### src/rtl/stack_result_tx_pkg.sv
// Shared types and sizing helpers for the stack machine result transmitter.
package stack_tx_pkg;

    localparam int unsigned WORD_W     = 8;
    localparam int unsigned FIFO_DEPTH = 4;

    typedef enum logic [1:0] {
        IDLE    = 2'd0,
        STROBE  = 2'd1,
        RELEASE = 2'd2
    } tx_state_e;

    // Occupancy counter must represent 0..depth inclusive.
    function automatic int unsigned level_w(input int unsigned depth);
        return $clog2(depth + 1);
    endfunction

endpackage

### src/rtl/stack_result_tx_if.sv
// Core push bus plus host strobe/ack pins for the result transmitter.
// tx_parity exists only when STACK_TX_PARITY_EN is defined.
interface stack_result_tx_if
    import stack_tx_pkg::*;
#(
    parameter int unsigned WIDTH = WORD_W
);
    logic             push_valid;
    logic [WIDTH-1:0] push_data;
    logic             push_ready;
    logic [WIDTH-1:0] tx_data;
    logic             tx_strobe;
    logic             tx_ack;
`ifdef STACK_TX_PARITY_EN
    logic             tx_parity;
`endif

    // Transmitter side
    modport master (
        input  push_valid, push_data, tx_ack,
`ifdef STACK_TX_PARITY_EN
        output tx_parity,
`endif
        output push_ready, tx_data, tx_strobe
    );

    // Core/host side
    modport slave (
        output push_valid, push_data, tx_ack,
`ifdef STACK_TX_PARITY_EN
        input  tx_parity,
`endif
        input  push_ready, tx_data, tx_strobe
    );

endinterface

### src/rtl/stack_result_tx_fifo.sv
// Circular result-byte buffer with flush and registered occupancy.
module stack_tx_fifo
    import stack_tx_pkg::*;
#(
    parameter int unsigned WIDTH = WORD_W,
    parameter int unsigned DEPTH = FIFO_DEPTH
) (
    input  logic                         clk,
    input  logic                         rst_n,
    input  logic                         i_flush,
    input  logic                         i_push,
    input  logic [WIDTH-1:0]             i_push_data,
    input  logic                         i_pop,
    output logic [WIDTH-1:0]             o_head,
    output logic [level_w(DEPTH)-1:0]    o_level,
    output logic                         o_full,
    output logic                         o_empty
);

    localparam int unsigned LVL_W = level_w(DEPTH);
    localparam int unsigned PTR_W = $clog2(DEPTH);

    logic [WIDTH-1:0] r_mem [DEPTH];
    logic [PTR_W-1:0] r_wr_ptr;
    logic [PTR_W-1:0] r_rd_ptr;
    logic [LVL_W-1:0] r_level;
    logic             w_push;
    logic             w_pop;

    assign o_full  = (r_level == LVL_W'(DEPTH));
    assign o_empty = (r_level == '0);
    assign w_push  = i_push & ~o_full;
    assign w_pop   = i_pop & ~o_empty;
    assign o_head  = r_mem[r_rd_ptr];
    assign o_level = r_level;

    // Storage needs no reset: the pointers define what is valid.
    always_ff @(posedge clk) begin
        if (w_push && !i_flush) begin
            r_mem[r_wr_ptr] <= i_push_data;
        end
    end

    // Power-of-two depth lets the pointers wrap naturally.
    always_ff @(posedge clk or negedge rst_n) begin
        if (!rst_n) begin
            r_wr_ptr <= '0;
            r_rd_ptr <= '0;
            r_level  <= '0;
        end else if (i_flush) begin
            r_wr_ptr <= '0;
            r_rd_ptr <= '0;
            r_level  <= '0;
        end else begin
            if (w_push) begin
                r_wr_ptr <= r_wr_ptr + PTR_W'(1);
            end
            if (w_pop) begin
                r_rd_ptr <= r_rd_ptr + PTR_W'(1);
            end
            case ({w_push, w_pop})
                2'b10:   r_level <= r_level + LVL_W'(1);
                2'b01:   r_level <= r_level - LVL_W'(1);
                default: r_level <= r_level;
            endcase
        end
    end

endmodule

### src/rtl/stack_result_tx.sv
// Result transmitter: FIFO plus four-phase strobe/ack handshake to the host.
// Optional odd parity output enabled by STACK_TX_PARITY_EN.
module stack_result_tx
    import stack_tx_pkg::*;
#(
    parameter int unsigned WIDTH       = WORD_W,
    parameter int unsigned DEPTH       = FIFO_DEPTH,
    parameter int unsigned SYNC_STAGES = 2
) (
    input  logic                       clk,
    input  logic                       rst_n,
    input  logic                       ena,
    input  logic                       flush,
    output logic [level_w(DEPTH)-1:0]  level,
    stack_result_tx_if.master          tx_if
);

    logic [WIDTH-1:0]       w_head;
    logic                   w_full;
    logic                   w_empty;
    logic                   w_push;
    logic                   w_pop;
    logic                   w_ack_s;
    tx_state_e              r_state;
    tx_state_e              w_state_nxt;
    logic [SYNC_STAGES-1:0] r_sync;
    logic [WIDTH-1:0]       r_tx_data;
    logic                   r_tx_strobe;

    assign w_push           = tx_if.push_valid & ~w_full;
    assign tx_if.push_ready = ~w_full;
    assign tx_if.tx_data    = r_tx_data;
    assign tx_if.tx_strobe  = r_tx_strobe;

    stack_tx_fifo #(
        .WIDTH (WIDTH),
        .DEPTH (DEPTH)
    ) u_fifo (
        .clk         (clk),
        .rst_n       (rst_n),
        .i_flush     (flush),
        .i_push      (w_push),
        .i_push_data (tx_if.push_data),
        .i_pop       (w_pop),
        .o_head      (w_head),
        .o_level     (level),
        .o_full      (w_full),
        .o_empty     (w_empty)
    );

    // Host ack is asynchronous to clk.
    always_ff @(posedge clk or negedge rst_n) begin
        if (!rst_n) begin
            r_sync <= '0;
        end else begin
            r_sync <= {r_sync[SYNC_STAGES-2:0], tx_if.tx_ack};
        end
    end

    assign w_ack_s = r_sync[SYNC_STAGES-1];

    // Next-state; IDLE refuses to start while the host still holds ack.
    always_comb begin
        w_state_nxt = r_state;
        w_pop       = 1'b0;
        case (r_state)
            IDLE: begin
                if (ena && !w_empty && !w_ack_s) begin
                    w_pop       = 1'b1;
                    w_state_nxt = STROBE;
                end
            end
            STROBE: begin
                if (w_ack_s) begin
                    w_state_nxt = RELEASE;
                end
            end
            RELEASE: begin
                if (!w_ack_s) begin
                    w_state_nxt = IDLE;
                end
            end
            default: w_state_nxt = IDLE;
        endcase
    end

    always_ff @(posedge clk or negedge rst_n) begin
        if (!rst_n) begin
            r_state     <= IDLE;
            r_tx_strobe <= 1'b0;
            r_tx_data   <= '0;
        end else begin
            r_state     <= w_state_nxt;
            r_tx_strobe <= (w_state_nxt == STROBE);
            if (w_pop) begin
                r_tx_data <= w_head;
            end
        end
    end

`ifdef STACK_TX_PARITY_EN
    logic r_tx_parity;

    // Odd parity, loaded alongside tx_data.
    always_ff @(posedge clk or negedge rst_n) begin
        if (!rst_n) begin
            r_tx_parity <= 1'b1;
        end else if (w_pop) begin
            r_tx_parity <= ~^w_head;
        end
    end

    assign tx_if.tx_parity = r_tx_parity;
`endif

endmodule

### src/flat_wrapper.sv
// flat-port wrapper written by rule: the top's interface ports become plain ports
module stack_result_tx_flat import stack_tx_pkg::*;
#(
    parameter int unsigned WIDTH       = WORD_W,
    parameter int unsigned DEPTH       = FIFO_DEPTH,
    parameter int unsigned SYNC_STAGES = 2
)
  (clk, rst_n, ena, flush, level, tx_if_push_valid, tx_if_push_data, tx_if_tx_ack, tx_if_push_ready, tx_if_tx_data, tx_if_tx_strobe);
  stack_result_tx_if #(.WIDTH(WIDTH)) tx_if_i ();
  input  logic clk;
  input  logic rst_n;
  input  logic ena;
  input  logic flush;
  output logic [level_w(DEPTH)-1:0] level;
  input wire logic [$bits(tx_if_i.push_valid)-1:0] tx_if_push_valid;
  input wire logic [$bits(tx_if_i.push_data)-1:0] tx_if_push_data;
  input wire logic [$bits(tx_if_i.tx_ack)-1:0] tx_if_tx_ack;
  output wire logic [$bits(tx_if_i.push_ready)-1:0] tx_if_push_ready;
  output wire logic [$bits(tx_if_i.tx_data)-1:0] tx_if_tx_data;
  output wire logic [$bits(tx_if_i.tx_strobe)-1:0] tx_if_tx_strobe;
  assign tx_if_i.push_valid = tx_if_push_valid;
  assign tx_if_i.push_data = tx_if_push_data;
  assign tx_if_i.tx_ack = tx_if_tx_ack;
  assign tx_if_push_ready = tx_if_i.push_ready;
  assign tx_if_tx_data = tx_if_i.tx_data;
  assign tx_if_tx_strobe = tx_if_i.tx_strobe;
  stack_result_tx #(.WIDTH(WIDTH), .DEPTH(DEPTH), .SYNC_STAGES(SYNC_STAGES)) u_core (.clk(clk), .rst_n(rst_n), .ena(ena), .flush(flush), .level(level), .tx_if(tx_if_i));
endmodule
### config.mk
export PLATFORM = sky130hd
export DESIGN_NAME = stack_result_tx_flat
export DESIGN_NICKNAME = d
export VERILOG_FILES = /design/src/rtl/stack_result_tx_pkg.sv /design/src/rtl/stack_result_tx_if.sv /design/src/rtl/stack_result_tx_fifo.sv /design/src/rtl/stack_result_tx.sv /design/src/flat_wrapper.sv
export SDC_FILE = /design/constraint.sdc
export NUM_CORES = 1
export LEC_CHECK = 0
export CORE_ASPECT_RATIO = 0.6
export CORE_MARGIN = 2
export CORE_UTILIZATION = 25
export CTS_CLUSTER_DIAMETER = 30
export DETAILED_ROUTE_END_ITERATION = 7
export PLACE_DENSITY = 0.42
export RECOVER_POWER = 50
export SLEW_MARGIN = 20
export SYNTH_ARGS = -nofsm -noshare
export SYNTH_HDL_FRONTEND = slang
export SYNTH_SLANG_ARGS = --single-unit
### constraint.sdc
create_clock -name clk -period 2.9 [get_ports clk]
set_clock_uncertainty 0.1 [all_clocks]
set_input_delay 0.87 -clock clk [delete_from_list [all_inputs] [get_ports clk]]
set_output_delay 0.87 -clock clk [all_outputs]
set_load 0.05 [all_outputs]
==> run summary <==
deepest clock path buffer count: 2
clock buffer count from CTS: 5
Max Clock Freq: 0.379 GHz
die outline width: 122 um
outcome: finished clean
Hold Buf Count CTS: 0
Post-CTS Setup Repair Bufs: 0
clock network latency to the later pin of the worst-skew pair: 0.28 ns
initial core utilization: 26.2%
number of search-and-repair iterations in the first detailed-routing pass: 4
number of top-level pins: 27
HPWL after detailed placement: 2970 um
post-synthesis share of cell area spent on xor and xnor gates: 2.09%
worst slew slack as a fraction of its limit: 16.1%
sequential share of power: 44.1%
total routing resource utilization after global routing: 9.83%
kind of end point of the critical path: output port
Yosys cell types: 31
startpoint types: register
vertical die dimension: 74.9 um
Cell Int Power: 1.48 mW
power share of the clock group: 25.1%
cell area after synthesis: 0.00210 mm^2
combinational share of power: 30.8%
total net switching power: 718 uW
arrival time of the worst setup path: 1.67 ns
initial antenna violation count: 0
transition time of the tightest slew-check pin: 1.26 ns
Root Buffer: sky130_fd_sc_hd__clkbuf_16
final count of hold timing violations: 0
die area: 0.00916 mm^2
adder-cell area share of the yosys netlist: 3.34%
Synth Register Bits: 52
GR Util met3: 3.71%
count of buffers inserted at the top-level ports: 26
mean area per synthesized cell: 17.5 um^2
H-tree lvl count: 2
maximum number of pins on one net before global-route repair: 21
iteration-0 DRC count of the detailed router: 53
drt drc: 0
pwr/cell area: 819 mW/mm^2
sequential element share of the synthesized area: 69.7%
Sw Share: 32.7%
number of global-route vias before repair: 1193
final total negative setup slack: 0 ns
via-per-instance ratio: 4.20
VDD IR-drop max: 0.000238 V
min Tclk post-route: 2.64 ns
share of post-route cells with drive strength above 1: 21.1%
CTS tree: done
vias after detailed routing: 1129
placer congestion estimate: 0.710
prevailing post-synth register cell: sky130_fd_sc_hd__edfxtp_1
Post-Synthesis Cells: 120
busiest metal layer after global routing: met2
worst setup slack before clock tree synthesis: 0.144 ns
WL per Instance: 15.4 um
yosys synthesis warning count: 0
simple-gate portion of the synthesized area: 6.15%
final slew viol count: 0
Worst Path Class, Setup: register to output port
unrepaired setup endpoints after global routing: no
Core Area: 0.00801 mm^2
number of synthesized flops with an enable pin: 32
total of cells resized after clock tree synthesis: 1
post-CTS clock slew at the launch and capture registers of the worst setup and hold paths: 0.06 ns
multiplexer share of the synthesized area: 13.9%
post-synth net total: 139
worst hold slack: 0.251 ns
met2 capacity usage during global routing: 15.3%
max cap viols: 0
main combinational cell family by area after synthesis: multiplexers
kind of path behind the tightest hold check: register to register
Overflow after GRT: 0
wire length reported by the detailed router: 4140 um
number of standard-cell rows in the floorplan: 25
total of endpoints with negative setup slack in the final report: 0
fraction of registers with async set or reset after synthesis: 38.5%
global-route wire length before repair: 6360 um
least setup slack across all paths after layout: 0.262 ns
met1 global-route usage: 12.9%
static leakage: 0.985 nW
part of the cycle the worst path needs: 91.0%
WP data required: 1.93 ns
Synth Area in Compound Gates: 3.04%
final layout net count: 179
TritonCTS Sinks: 52
critical path peak fanout: 6
Synth-to-Final Area Change: 28.1%
remaining antenna violation count after routing: 0
number of antenna cells inserted: 0
==> cells in the final DEF, fill, tap and decap left out, drive strengths merged, types with 5 or more instances in the layout <==
cell type      instances
mux2                   9
and2                   5
dfrtp                 20
clkdlybuf4s50         13
nor2                   6
buf                   11
edfxtp                32
dlygate4sd3           12
mux4                   8
clkbuf                 8
==> final cells by class <==
cell class              count  area [um^2]
flip-flops and latches     52         1460
clock buffers               7          133
repair buffers             38          345
inverters                   2         7.51
well taps                 108          135
fillers                   821         5320
multi-input cells          61          598
clock inverters             1         3.75
==> flip-flops by register name, indices dropped and copies added, names as in the netlist <==
name,count
u_core.r_state,2
u_core.u_fifo.o_level,3
u_core.u_fifo.r_wr_ptr,2
u_core.u_fifo.r_rd_ptr,2
u_core.tx_if.tx_data,8
u_core.tx_if.tx_strobe,1
u_core.u_fifo.r_mem,32
u_core.r_sync,2
==> metal layers <==
layer / routed length, um / share of wire (%)
met5: 0 / 0
met3: 208 / 5.0
met2: 1840 / 44
met1: 2050 / 50
met4: 43 / 1.0
==> per-stage QoR <==
stage	instances	power (mW)	util (%)	instance area [um^2]
6_report	269	2.20	33.5	2680
5_1_grt	269	2.30	33.5	2680
4_1_cts	269	2.24	33.6	2690
3_5_place_dp	261	1.68	31.9	2550
3_3_place_gp	261	1.67	31.9	2550
2_1_floorplan	120	1.42	-	2100
==> power groups by stage <==
| stage | Sequential [mW] | Combinational, mW | Clock, mW |
|---|---|---|---|
| 3_3_place_gp | 0.984 | 0.683 | 0 |
| 5_1_grt | 0.987 | 0.719 | 0.596 |
| 3_5_place_dp | 0.987 | 0.688 | 0 |
| 4_1_cts | 0.974 | 0.692 | 0.571 |
| 6_report | 0.970 | 0.676 | 0.551 |
| 2_1_floorplan | 1.21 | 0.210 | 0 |
==> worst max-delay path, stage by stage, from the launching register on <==
cell                            delay [ns]
sky130_fd_sc_hd__dfrtp_1              0.45
sky130_fd_sc_hd__or3b_1               0.47
sky130_fd_sc_hd__dlygate4sd2_1        0.46
==> worst paths after layout <==
check	start	end	slack, ns	depth (start not counted)
worst min-delay path	u_core.r_sync[0]$_DFF_PN0_	u_core.r_sync[1]$_DFF_PN0_	0.25	0
min in group asynchronous	rst_n	u_core.tx_if.tx_strobe$_DFF_PN0_	1.28	2
worst max-delay path	u_core.u_fifo.o_level[1]$_DFFE_PN0P_	tx_if_push_ready	0.26	2
worst max register to register	u_core.u_fifo.o_level[0]$_DFFE_PN0P_	u_core.u_fifo.o_level[2]$_DFFE_PN0P_	0.68	8
worst min register to register	u_core.r_sync[0]$_DFF_PN0_	u_core.r_sync[1]$_DFF_PN0_	0.25	0
max in group asynchronous	rst_n	u_core.u_fifo.r_wr_ptr[0]$_DFFE_PN0P_	0.68	2
==> synthesized netlist by cell type (2+ instances only) <==
cell type | number | area [um^2]
sky130_fd_sc_hd__nor2_1 | 6 | 22.5
sky130_fd_sc_hd__edfxtp_1 | 32 | 961
sky130_fd_sc_hd__nand3_1 | 3 | 15.0
sky130_fd_sc_hd__buf_2 | 2 | 10.0
sky130_fd_sc_hd__a21oi_1 | 2 | 10.0
sky130_fd_sc_hd__and2_1 | 5 | 31.3
sky130_fd_sc_hd__inv_1 | 2 | 7.51
sky130_fd_sc_hd__mux4_2 | 8 | 180
sky130_fd_sc_hd__xnor2_1 | 2 | 17.5
sky130_fd_sc_hd__ha_1 | 4 | 50.1
sky130_fd_sc_hd__xor2_1 | 3 | 26.3
sky130_fd_sc_hd__mux2_2 | 8 | 90.1
sky130_fd_sc_hd__dfrtp_1 | 20 | 500
sky130_fd_sc_hd__nand2_1 | 3 | 11.3
sky130_fd_sc_hd__nand2b_1 | 2 | 12.5
sky130_fd_sc_hd__nor3_1 | 3 | 15.0
==> cell families (layout without fill, tap and decap cells) <==
group	Yosys count	in the layout
simple gates	25	25
compound gates	8	8
xor+xnor	5	5
flops	52	52
buf+inv	7	48
mux	18	18
fa+ha+maj	5	5
No activity file was read; power rests on OpenSTA's default activity.
